## config.mk

```make
export PLATFORM = sky130hd
export DESIGN_NAME = note_key_scheduler_flat
export DESIGN_NICKNAME = d
export VERILOG_FILES = /design/src/rtl/note_key_scheduler_if.sv /design/src/rtl/note_key_scheduler.sv /design/src/flat_wrapper.sv
export SDC_FILE = /design/constraint.sdc
export NUM_CORES = 1
export LEC_CHECK = 0
export ABC_CLOCK_PERIOD_IN_PS = 6200
export CAP_MARGIN = 20
export CORE_ASPECT_RATIO = 0.7
export CORE_MARGIN = 4
export CORE_UTILIZATION = 53
export CTS_CLUSTER_SIZE = 20
export DETAILED_ROUTE_END_ITERATION = 8
export PLACE_DENSITY = 0.82
export REMOVE_ABC_BUFFERS = 1
export SYNTH_ARGS = -nofsm -noshare
export SYNTH_HDL_FRONTEND = slang
export SYNTH_SLANG_ARGS = --single-unit
```

## constraint.sdc

```tcl
create_clock -name clk -period 6.2 [get_ports clk]
set_input_delay 0.93 -clock clk [delete_from_list [all_inputs] [get_ports clk]]
set_output_delay 0.93 -clock clk [all_outputs]
set_load 0.005 [all_outputs]
```

## src/rtl/note_key_scheduler_if.sv

```systemverilog
// Signal bundle between the keyboard/oscillator side (master) and note_key_scheduler (slave).
// The master drives keys and wave_edge. The slave returns the note, gate and half-period outputs.
interface note_key_scheduler_if;
    logic [11:0] key;
    logic        wave_edge;
    logic [7:0]  current_half_period;
    logic        gate;
    logic [3:0]  note_idx;
    logic        period_update;
    logic        test_LED_R;

    modport master (
        output key, wave_edge,
        input  current_half_period, gate, note_idx, period_update, test_LED_R
    );

    modport slave (
        input  key, wave_edge,
        output current_half_period, gate, note_idx, period_update, test_LED_R
    );
endinterface

```

## src/rtl/note_key_scheduler.sv

```systemverilog
// Monophonic last-note-priority key scheduler for a square-wave oscillator.
// Pitch changes and note-off are applied only on wave_edge (or after a timeout) so no half-cycle is truncated.
module note_key_scheduler #(
    parameter int DEBOUNCE_CYCLES = 61440,
    parameter int EDGE_TIMEOUT    = 32768
) (
    input logic                  clk,
    input logic                  rst,
    note_key_scheduler_if.slave  bus
);

    typedef enum logic [1:0] {IDLE, PLAYING, PENDING, RELEASING} state_t;

    localparam int TICK_W = (DEBOUNCE_CYCLES > 1) ? $clog2(DEBOUNCE_CYCLES) : 1;
    localparam int TMO_W  = (EDGE_TIMEOUT > 1) ? $clog2(EDGE_TIMEOUT) : 1;
    localparam logic [TICK_W-1:0] TICK_LAST = TICK_W'(DEBOUNCE_CYCLES - 1);
    localparam logic [TMO_W-1:0]  TMO_LAST  = TMO_W'(EDGE_TIMEOUT - 1);

    function automatic logic [3:0] lowest_idx(input logic [11:0] v);
        lowest_idx = 4'd0;
        for (int i = 11; i >= 0; i--) begin
            if (v[i]) lowest_idx = 4'(i + 1);
        end
    endfunction

    function automatic logic [7:0] half_period(input logic [3:0] idx);
        case (idx)
            4'd1:    half_period = 8'd92;
            4'd2:    half_period = 8'd87;
            4'd3:    half_period = 8'd82;
            4'd4:    half_period = 8'd77;
            4'd5:    half_period = 8'd73;
            4'd6:    half_period = 8'd69;
            4'd7:    half_period = 8'd65;
            4'd8:    half_period = 8'd61;
            4'd9:    half_period = 8'd58;
            4'd10:   half_period = 8'd55;
            4'd11:   half_period = 8'd51;
            4'd12:   half_period = 8'd49;
            default: half_period = 8'd0;
        endcase
    endfunction

    // Input path: synchroniser, sample tick, debouncer, arbiter.
    logic [11:0]       key_s1_q, key_s1_d, key_s2_q, key_s2_d;
    logic [TICK_W-1:0] tick_cnt_q, tick_cnt_d;
    logic              tick_dly_q, tick_dly_d;
    logic [11:0]       samp_q, samp_d, samp_prev_q, samp_prev_d;
    logic [11:0]       deb_q, deb_d, deb_last_q, deb_last_d;
    logic [3:0]        cand_q, cand_d;
    logic              tick;
    logic [11:0]       rising;
    logic [12:0]       deb_ext;

    // NOTE: every always_comb output gets a default first so no path leaves it unassigned (no latch).
    always_comb begin
        key_s1_d    = bus.key;
        key_s2_d    = key_s1_q;
        tick        = (tick_cnt_q == TICK_LAST);
        tick_cnt_d  = tick ? '0 : tick_cnt_q + TICK_W'(1);
        tick_dly_d  = tick;
        samp_d      = tick ? key_s2_q : samp_q;
        samp_prev_d = tick ? samp_q : samp_prev_q;
        deb_d       = deb_q;
        if (tick_dly_q) begin
            // Agreeing samples set the level; disagreeing samples keep the old one.
            deb_d = (samp_q & samp_prev_q) | (deb_q & (samp_q | samp_prev_q));
        end
        deb_last_d = deb_q;
        rising     = deb_q & ~deb_last_q;
        deb_ext    = {deb_q, 1'b0};
        cand_d     = cand_q;
        if (rising != 12'd0) begin
            cand_d = lowest_idx(rising);
        end else if (deb_q == 12'd0) begin
            cand_d = 4'd0;
        end else if (!deb_ext[cand_q]) begin
            cand_d = lowest_idx(deb_q);
        end
    end

    always_ff @(posedge clk or posedge rst) begin
        if (rst) begin
            key_s1_q    <= '0;
            key_s2_q    <= '0;
            tick_cnt_q  <= '0;
            tick_dly_q  <= 1'b0;
            samp_q      <= '0;
            samp_prev_q <= '0;
            deb_q       <= '0;
            deb_last_q  <= '0;
            cand_q      <= '0;
        end else begin
            key_s1_q    <= key_s1_d;
            key_s2_q    <= key_s2_d;
            tick_cnt_q  <= tick_cnt_d;
            tick_dly_q  <= tick_dly_d;
            samp_q      <= samp_d;
            samp_prev_q <= samp_prev_d;
            deb_q       <= deb_d;
            deb_last_q  <= deb_last_d;
            cand_q      <= cand_d;
        end
    end

    // Output sequencer.
    state_t           state_q;
    logic [3:0]       note_q;
    logic [7:0]       period_q;
    logic             gate_q, upd_q, led_q;
    logic [TMO_W-1:0] tmo_q;
    logic             fire;

    assign fire = bus.wave_edge || (tmo_q == TMO_LAST);

    // NOTE: sequential state uses non-blocking assignments only, so every flop sees pre-edge values.
    always_ff @(posedge clk or posedge rst) begin
        if (rst) begin
            state_q  <= IDLE;
            note_q   <= 4'd0;
            period_q <= 8'd0;
            gate_q   <= 1'b0;
            upd_q    <= 1'b0;
            led_q    <= 1'b1;
            tmo_q    <= '0;
        end else begin
            upd_q <= 1'b0;
            case (state_q)
                IDLE: begin
                    if (cand_q != 4'd0) begin
                        note_q   <= cand_q;
                        period_q <= half_period(cand_q);
                        gate_q   <= 1'b1;
                        led_q    <= 1'b0;
                        upd_q    <= 1'b1;
                        state_q  <= PLAYING;
                    end
                end
                PLAYING: begin
                    if (cand_q == 4'd0) begin
                        state_q <= RELEASING;
                        tmo_q   <= '0;
                    end else if (cand_q != note_q) begin
                        state_q <= PENDING;
                        tmo_q   <= '0;
                    end
                end
                PENDING: begin
                    if (cand_q == note_q) begin
                        state_q <= PLAYING;
                    end else if (fire) begin
                        // The edge is consumed by whatever cand holds now, including a release.
                        note_q   <= cand_q;
                        period_q <= half_period(cand_q);
                        gate_q   <= (cand_q != 4'd0);
                        led_q    <= (cand_q == 4'd0);
                        upd_q    <= 1'b1;
                        state_q  <= (cand_q == 4'd0) ? IDLE : PLAYING;
                    end else if (cand_q == 4'd0) begin
                        state_q <= RELEASING;
                        tmo_q   <= '0;
                    end else if (tmo_q != TMO_LAST) begin
                        tmo_q <= tmo_q + TMO_W'(1);
                    end
                end
                RELEASING: begin
                    if (cand_q == note_q) begin
                        state_q <= PLAYING;
                    end else if (fire) begin
                        note_q   <= 4'd0;
                        period_q <= 8'd0;
                        gate_q   <= 1'b0;
                        led_q    <= 1'b1;
                        upd_q    <= 1'b1;
                        state_q  <= IDLE;
                    end else if (cand_q != 4'd0) begin
                        state_q <= PENDING;
                        tmo_q   <= '0;
                    end else if (tmo_q != TMO_LAST) begin
                        tmo_q <= tmo_q + TMO_W'(1);
                    end
                end
                default: state_q <= IDLE;
            endcase
        end
    end

    assign bus.current_half_period = period_q;
    assign bus.gate                = gate_q;
    assign bus.note_idx            = note_q;
    assign bus.period_update       = upd_q;
    assign bus.test_LED_R          = led_q;

endmodule

```

## src/flat_wrapper.sv

```systemverilog
// flat-port wrapper written by rule: the top's interface ports become plain ports
module note_key_scheduler_flat 
#(
    parameter int DEBOUNCE_CYCLES = 61440,
    parameter int EDGE_TIMEOUT    = 32768
)
  (clk, rst, bus_key, bus_wave_edge, bus_current_half_period, bus_gate, bus_note_idx, bus_period_update, bus_test_LED_R);
  note_key_scheduler_if bus_i ();
  input logic clk;
  input logic rst;
  input wire logic [$bits(bus_i.key)-1:0] bus_key;
  input wire logic [$bits(bus_i.wave_edge)-1:0] bus_wave_edge;
  output wire logic [$bits(bus_i.current_half_period)-1:0] bus_current_half_period;
  output wire logic [$bits(bus_i.gate)-1:0] bus_gate;
  output wire logic [$bits(bus_i.note_idx)-1:0] bus_note_idx;
  output wire logic [$bits(bus_i.period_update)-1:0] bus_period_update;
  output wire logic [$bits(bus_i.test_LED_R)-1:0] bus_test_LED_R;
  assign bus_i.key = bus_key;
  assign bus_i.wave_edge = bus_wave_edge;
  assign bus_current_half_period = bus_i.current_half_period;
  assign bus_gate = bus_i.gate;
  assign bus_note_idx = bus_i.note_idx;
  assign bus_period_update = bus_i.period_update;
  assign bus_test_LED_R = bus_i.test_LED_R;
  note_key_scheduler #(.DEBOUNCE_CYCLES(DEBOUNCE_CYCLES), .EDGE_TIMEOUT(EDGE_TIMEOUT)) u_core (.clk(clk), .rst(rst), .bus(bus_i));
endmodule
```

==> summary.md, run 1 <==
| Metric | Value |
|---|---|
| Status | `finished clean` |
| Crit start category | `flop` |
| Placer Congestion | `0.828` |
| Largest net degree at the start of global routing | `75` |
| First-pass GRT wire length | `17000 um` |
| Antenna-violating nets left | `0` |
| P_sw | `0.379 mW` |
| Rows | `30` |
| Int Pwr | `1.43 mW` |
| Cells after synthesis | `495` |
| Clock network power share | `0.533` |
| RSZ-0062 raised after global routing | `false` |
| Max VDD drop | `0.207 mV` |
| Slew headroom | `0.416` |
| Iter 0 DRT Violations | `321` |
| Core Region | `9870 um2` |
| Max-slew violations | `0` |
| Clk_lat worst skew | `0.42 ns` |
| Num ports | `30` |
| Ys async rst share | `1.00` |
| Clk buf depth | `2` |
| WHS | `0.348 ns` |
| Number of hold buffers added after cts | `0` |
| Post-cts sizing count | `0` |
| Die Span Y | `93.0 um` |
| WS Path Type | `flop to flop` |
| Period utilization | `0.401` |
| Worst EP required | `6.49 ns` |
| Net Sw Frac | `0.209` |
| Post-synth cell types | `60` |
| Netlist Area Pre-Place | `5460 um2` |
| CTS tree | `yes` |
| Final setup TNS | `0 ns` |
| Final net count | `548` |
| Register area share after synthesis | `0.568` |
| Crit end category | `flop` |
| Leakage | `2.90 nW` |
| Starting Density | `0.553` |
| WL/cell | `14.7 um` |
| Actual slew at the worst max-slew pin | `0.875 ns` |
| Clock H-tree levels | `4` |
| Avg Synthesized Cell Area | `11.0 um2` |
| Gr ovfl total | `0` |
| Synth Flop Type | `dfrtp_1` |
| Input/output buffers | `28` |
| Clock root buffer master | `clkbuf_16` |
| Full die area | `12000 um2` |
| Initial antenna violation count | `0` |
| Residual DRC | `0` |
| Gate power share | `0.014` |
| Vias in the first global route | `3769` |
| Reg clk slew, reported paths | `0.06 ns` |
| Post-synth EDFFs | `0` |
| P per Cell Area | `282 nW/um2` |
| Layout Skew | `0.00634 ns` |
| Fin crit period | `2.49 ns` |
| Critical path arrival | `2.77 ns` |
| Die W | `129 um` |
| Critical Path Fanout Max | `13` |
| Max Freq | `402 MHz` |
| Power Total | `1.81 mW` |
| Drt first pass iters | `5` |
| Max-cap violations | `0` |
| Final Hold Fails | `0` |
| Hold Path Class | `flop to flop` |
| Sink Count | `124` |
| Seq pwr share | `0.453` |
| Fraction of layout cells with a size suffix above 1 | `0.131` |
| Seq cells post-synth | `124` |
| CTS buffer count | `17` |
| P&R area growth vs syn | `17.4%` |
| ANT cells | `0` |
| Total Routing Usage GR | `0.179` |
| Postcts setup bufs | `0` |
| Finish-stage setup viols | `0` |
| Post-Route WL | `9860 um` |
| Yosys warnings | `0` |
| Drt via density | `5.60` |
| Vias | `3744` |
| Detailed Place HPWL | `6450 um` |
-- placed cells by master, fill, tap and decap left out, types with 3 or more instances in the layout --
cell / synthesis / layout
dfrtp_1: 123 / 123
and2_1: 3 / 3
o21ai_0: 21 / 21
nor3b_1: 6 / 6
a31oi_1: 4 / 4
mux2_2: 24 / 24
inv_1: 19 / 18
or2_2: 3 / 3
nand2_1: 24 / 24
xor2_1: 16 / 16
clkinv_2: 0 / 3
clkinvlp_4: 0 / 3
nand3_1: 25 / 25
nor2_1: 56 / 56
clkdlybuf4s50_1: 0 / 28
clkbuf_16: 0 / 17
a21oi_1: 35 / 35
and3_1: 9 / 9
nand2b_1: 23 / 23
inv_6: 0 / 3
o211ai_1: 5 / 5
nor3_1: 5 / 5
mux2i_1: 5 / 5
nor2b_1: 4 / 4
ha_1: 5 / 5
xnor2_1: 12 / 12
o31ai_1: 3 / 3
nand4_1: 10 / 10
-- worst max-delay path, stage by stage (launching register included) --
cell and delay (ns):
dfrtp_1 0.63, xor2_1 0.19, o41ai_1 0.58, nand3_1 0.42
and2_1 0.33, mux2i_1 0.15, nor2_1 0.05
-- cells in the mapped netlist (8+ instances only) --
| master | number | share of area |
|---|---|---|
| dfrtp_1 | 123 | 0.56 |
| nor2_1 | 56 | 0.038 |
| a21oi_1 | 35 | 0.032 |
| nand3_1 | 25 | 0.023 |
| mux2_2 | 24 | 0.049 |
| nand2_1 | 24 | 0.016 |
| nand2b_1 | 23 | 0.026 |
| o21ai_0 | 21 | 0.019 |
| inv_1 | 19 | 0.013 |
| xor2_1 | 16 | 0.026 |
| xnor2_1 | 12 | 0.019 |
| nand4_1 | 10 | 0.011 |
| and3_1 | 9 | 0.010 |
| clkbuf_1 | 8 | 0.0055 |
-- metal layers --
metal | global-route usage | wire length (um)
met5 | 0 | 0
met2 | 0.284 | 4660
met3 | 0.0605 | 513
met1 | 0.231 | 4550
met4 | 0.0612 | 134
-- layout make-up --
cell class              count  area, um2
fillers                   746       3460
flip-flops and latches    124       3100
multi-input cells         335       2190
clock buffers              19        443
repair buffers             30        295
well taps                 128        160
clock inverters            13        141
inverters                  20       77.6
-- registers in the layout, summed over array words and instances (netlist names), 12 cells and up --
| signal | cells |
|---|---|
| u_core.tmo_q | 15 |
| u_core.key_s1_q | 12 |
| u_core.tick_cnt_q | 16 |
| u_core.key_s2_q | 12 |
| u_core.samp_prev_q | 12 |
| u_core.samp_q | 12 |
| u_core.deb_last_q | 12 |
| u_core.deb_last_d | 12 |
-- path summary, 6_finish.rpt --
path | slack, ns | start | cells past startpoint | end
min in group asynchronous | 1.05 | rst | 2 | u_core.key_s2_q[0]
setup / recovery | 3.71 | u_core.cand_q[1] | 6 | u_core.tmo_q[1]
hold reg to reg | 0.35 | u_core.key_s1_q[9] | 0 | u_core.key_s2_q[9]
hold / removal | 0.35 | u_core.key_s1_q[9] | 0 | u_core.key_s2_q[9]
max in group asynchronous | 4.01 | rst | 3 | u_core.tick_cnt_q[10]
setup reg to reg | 3.71 | u_core.cand_q[1] | 6 | u_core.tmo_q[1]
-- through the flow --
step	cell area, um2	util	cells	setup WS (ns)
CTS	6410	0.650	669	3.71
finish	6410	0.650	669	3.71
global route	6410	0.650	669	3.44
global placement	5830	0.590	637	3.49
floorplan	5370	-	479	1.97
detailed placement	5830	0.590	637	3.46
-- kinds of logic (layout without fill, tap and decap cells) --
group           Yosys count  after routing  synth area share
compound gates           87             87            0.0955
xor+xnor                 28             28            0.0449
fa+ha+maj                 5              5            0.0114
buf+inv                  36             82            0.0309
flops                   124            124             0.568
mux                      34             34            0.0765
other cells               1              1          0.000686
simple gates            180            180             0.172
-- power groups by stage --
stage          Sequential, mW  Clock [mW]  Combinational (mW)
4_1_cts                 0.820       0.978              0.0269
6_report                0.820       0.964              0.0252
5_1_grt                 0.820        1.02              0.0294
3_3_place_gp            0.834           0              0.0261
2_1_floorplan           0.833           0              0.0127
3_5_place_dp            0.834           0              0.0268
Power figures use the tool's default switching activity.
==> inputs of run 2 (changes only) <==
Settings changed: ABC_CLOCK_PERIOD_IN_PS 6200 to 2600.
Clock period 6.2 ns to 2.6 ns, I/O delays scaled along.
==> summary.md, run 2 (synthesis gave the netlist of run 1 again) <==
| Metric | Value |
|---|---|
| Full die area | `12000 um2` |
| Critical Path Fanout Max | `13` |
| Rows | `30` |
| Actual slew at the worst max-slew pin | `0.813 ns` |
| Placed instance area | `5910 um2` |
| Final Hold Fails | `0` |
| Largest register FFs | `16` |
| Worst EP required | `2.94 ns` |
| Final setup TNS | `0 ns` |
| Drt first pass iters | `5` |
| Max Freq | `424 MHz` |
| Leakage | `2.97 nW` |
| Most common cell after layout, fill and taps aside | `dfrtp_1` |
| Fraction of layout cells with a size suffix above 1 | `0.146` |
| Gr ovfl total | `0` |
| Post-route cell area | `6540 um2` |
| Biggest register | `u_core.tick_cnt_q` |
| Iter 0 DRT Violations | `353` |
| Max-slew violations | `0` |
| Detailed Place HPWL | `6910 um` |
| Post-route insts no fill | `675` |
| Largest net degree at the start of global routing | `57` |
| First-pass GRT wire length | `18300 um` |
| Util after Layout | `0.662` |
| Number of hold buffers added after cts | `0` |
| ANT cells | `0` |
| Power Total | `4.47 mW` |
| Setup ws final | `0.242 ns` |
| WL/cell | `15.5 um` |
| Postcts setup bufs | `0` |
| P per Cell Area | `683 nW/um2` |
| Initial antenna violation count | `0` |
| CTS buffer count | `17` |
| Residual DRC | `0` |
| Num ports | `30` |
| WHS | `0.336 ns` |
| Crit end category | `flop` |
| Crit start category | `flop` |
| Layout Skew | `0.0101 ns` |
| Fin crit period | `2.36 ns` |
| Clk_lat worst skew | `0.41 ns` |
| Reg clk slew, reported paths | `0.06 ns` |
| Post-Route WL | `10500 um` |
| WS Path Type | `flop to flop` |
| Clock root buffer master | `clkbuf_16` |
| Status | `finished clean` |
| Sink Count | `124` |
| Vias in the first global route | `3767` |
| Max VDD drop | `0.664 mV` |
| Finish-stage setup viols | `0` |
| Die Span Y | `93.0 um` |
| Clock H-tree levels | `4` |
| Placer Congestion | `0.864` |
| Critical path arrival | `2.70 ns` |
| Biggest regs | `u_core.tick_cnt_q (16), u_core.tmo_q (15)` |
| Die W | `129 um` |
| R2R depth | `7` |
| Place WS | `0.142 ns` |
| Reg-to-reg startpoint | `u_core.cand_q[0]` |
| Final net count | `554` |
| Slew headroom | `0.458` |
| Total Routing Usage GR | `0.194` |
| Hold Path Class | `input port to asynchronous set/reset pin` |
| Vias | `3752` |
| Drt via density | `5.56` |
| Core Region | `9870 um2` |
| Max-cap violations | `0` |
| P&R area growth vs syn | `19.6%` |
| CTS tree | `yes` |
| Starting Density | `0.553` |
| Placed Cells incl. Taps | `643` |
| Antenna-violating nets left | `0` |
| Period utilization | `0.907` |
| Input/output buffers | `28` |
| CP Launch Point | `u_core.cand_q[0]` |
| RSZ-0062 raised after global routing | `false` |
| Clk buf depth | `2` |
| Most frequent cells in the layout | `dfrtp_1 (123), nor2_1 (56), a21oi_1 (35)` |
run 2: changes by cell type in the layout (fill, tap and decap cells not counted), sizes merged:
cell / delta
clkbuf: -1
inv: +2
clkinv: +1
bufinv: +1
buf: +6
clkinvlp: -3
run 2: critical path, stage by stage (launching register included):
cell and delay [ns]:
dfrtp_1 0.49, inv_1 0.21, ha_1 0.25, inv_1 0.08, or3_2 0.47, and3_4 0.21, a211o_2 0.45, nor2_1 0.14
run 2: where the power goes:
part / switching [mW] / internal, mW
logic: 0.0416 / 0.0258
registers: 0.00542 / 1.95
clock network: 0.891 / 1.55
run 2: final timing paths:
check	end	slack [ns]
max	u_core.tmo_q[9]	0.24
min	u_core.samp_q[11]	0.34
max reg2reg	u_core.tmo_q[9]	0.24
min reg2reg	u_core.key_s2_q[1]	0.35
max in group asynchronous	u_core.samp_prev_q[2]	1.66
min in group clk	u_core.key_s2_q[1]	0.35
run 2: area by class of cell:
type                       count  area [um2]
clock buffer                  18         439
clock inverter                14         181
fill                         731        3330
inverter                      20        77.6
multi-input combinational    335        2200
sequential                   124        3100
tap                          128         160
timing repair buffer          36         378
run 2: layer usage:
metal  share of wire  track usage
met5               0            0
met2            0.48        0.303
met3           0.049       0.0524
met1            0.46        0.267
met4          0.0075       0.0603
run 2: repair_timing:
item                                    4_1_cts  5_1_grt
endpoints found under the setup margin        0       15
gates resized for setup                       0        2
endpoints found under the hold margin         0        0
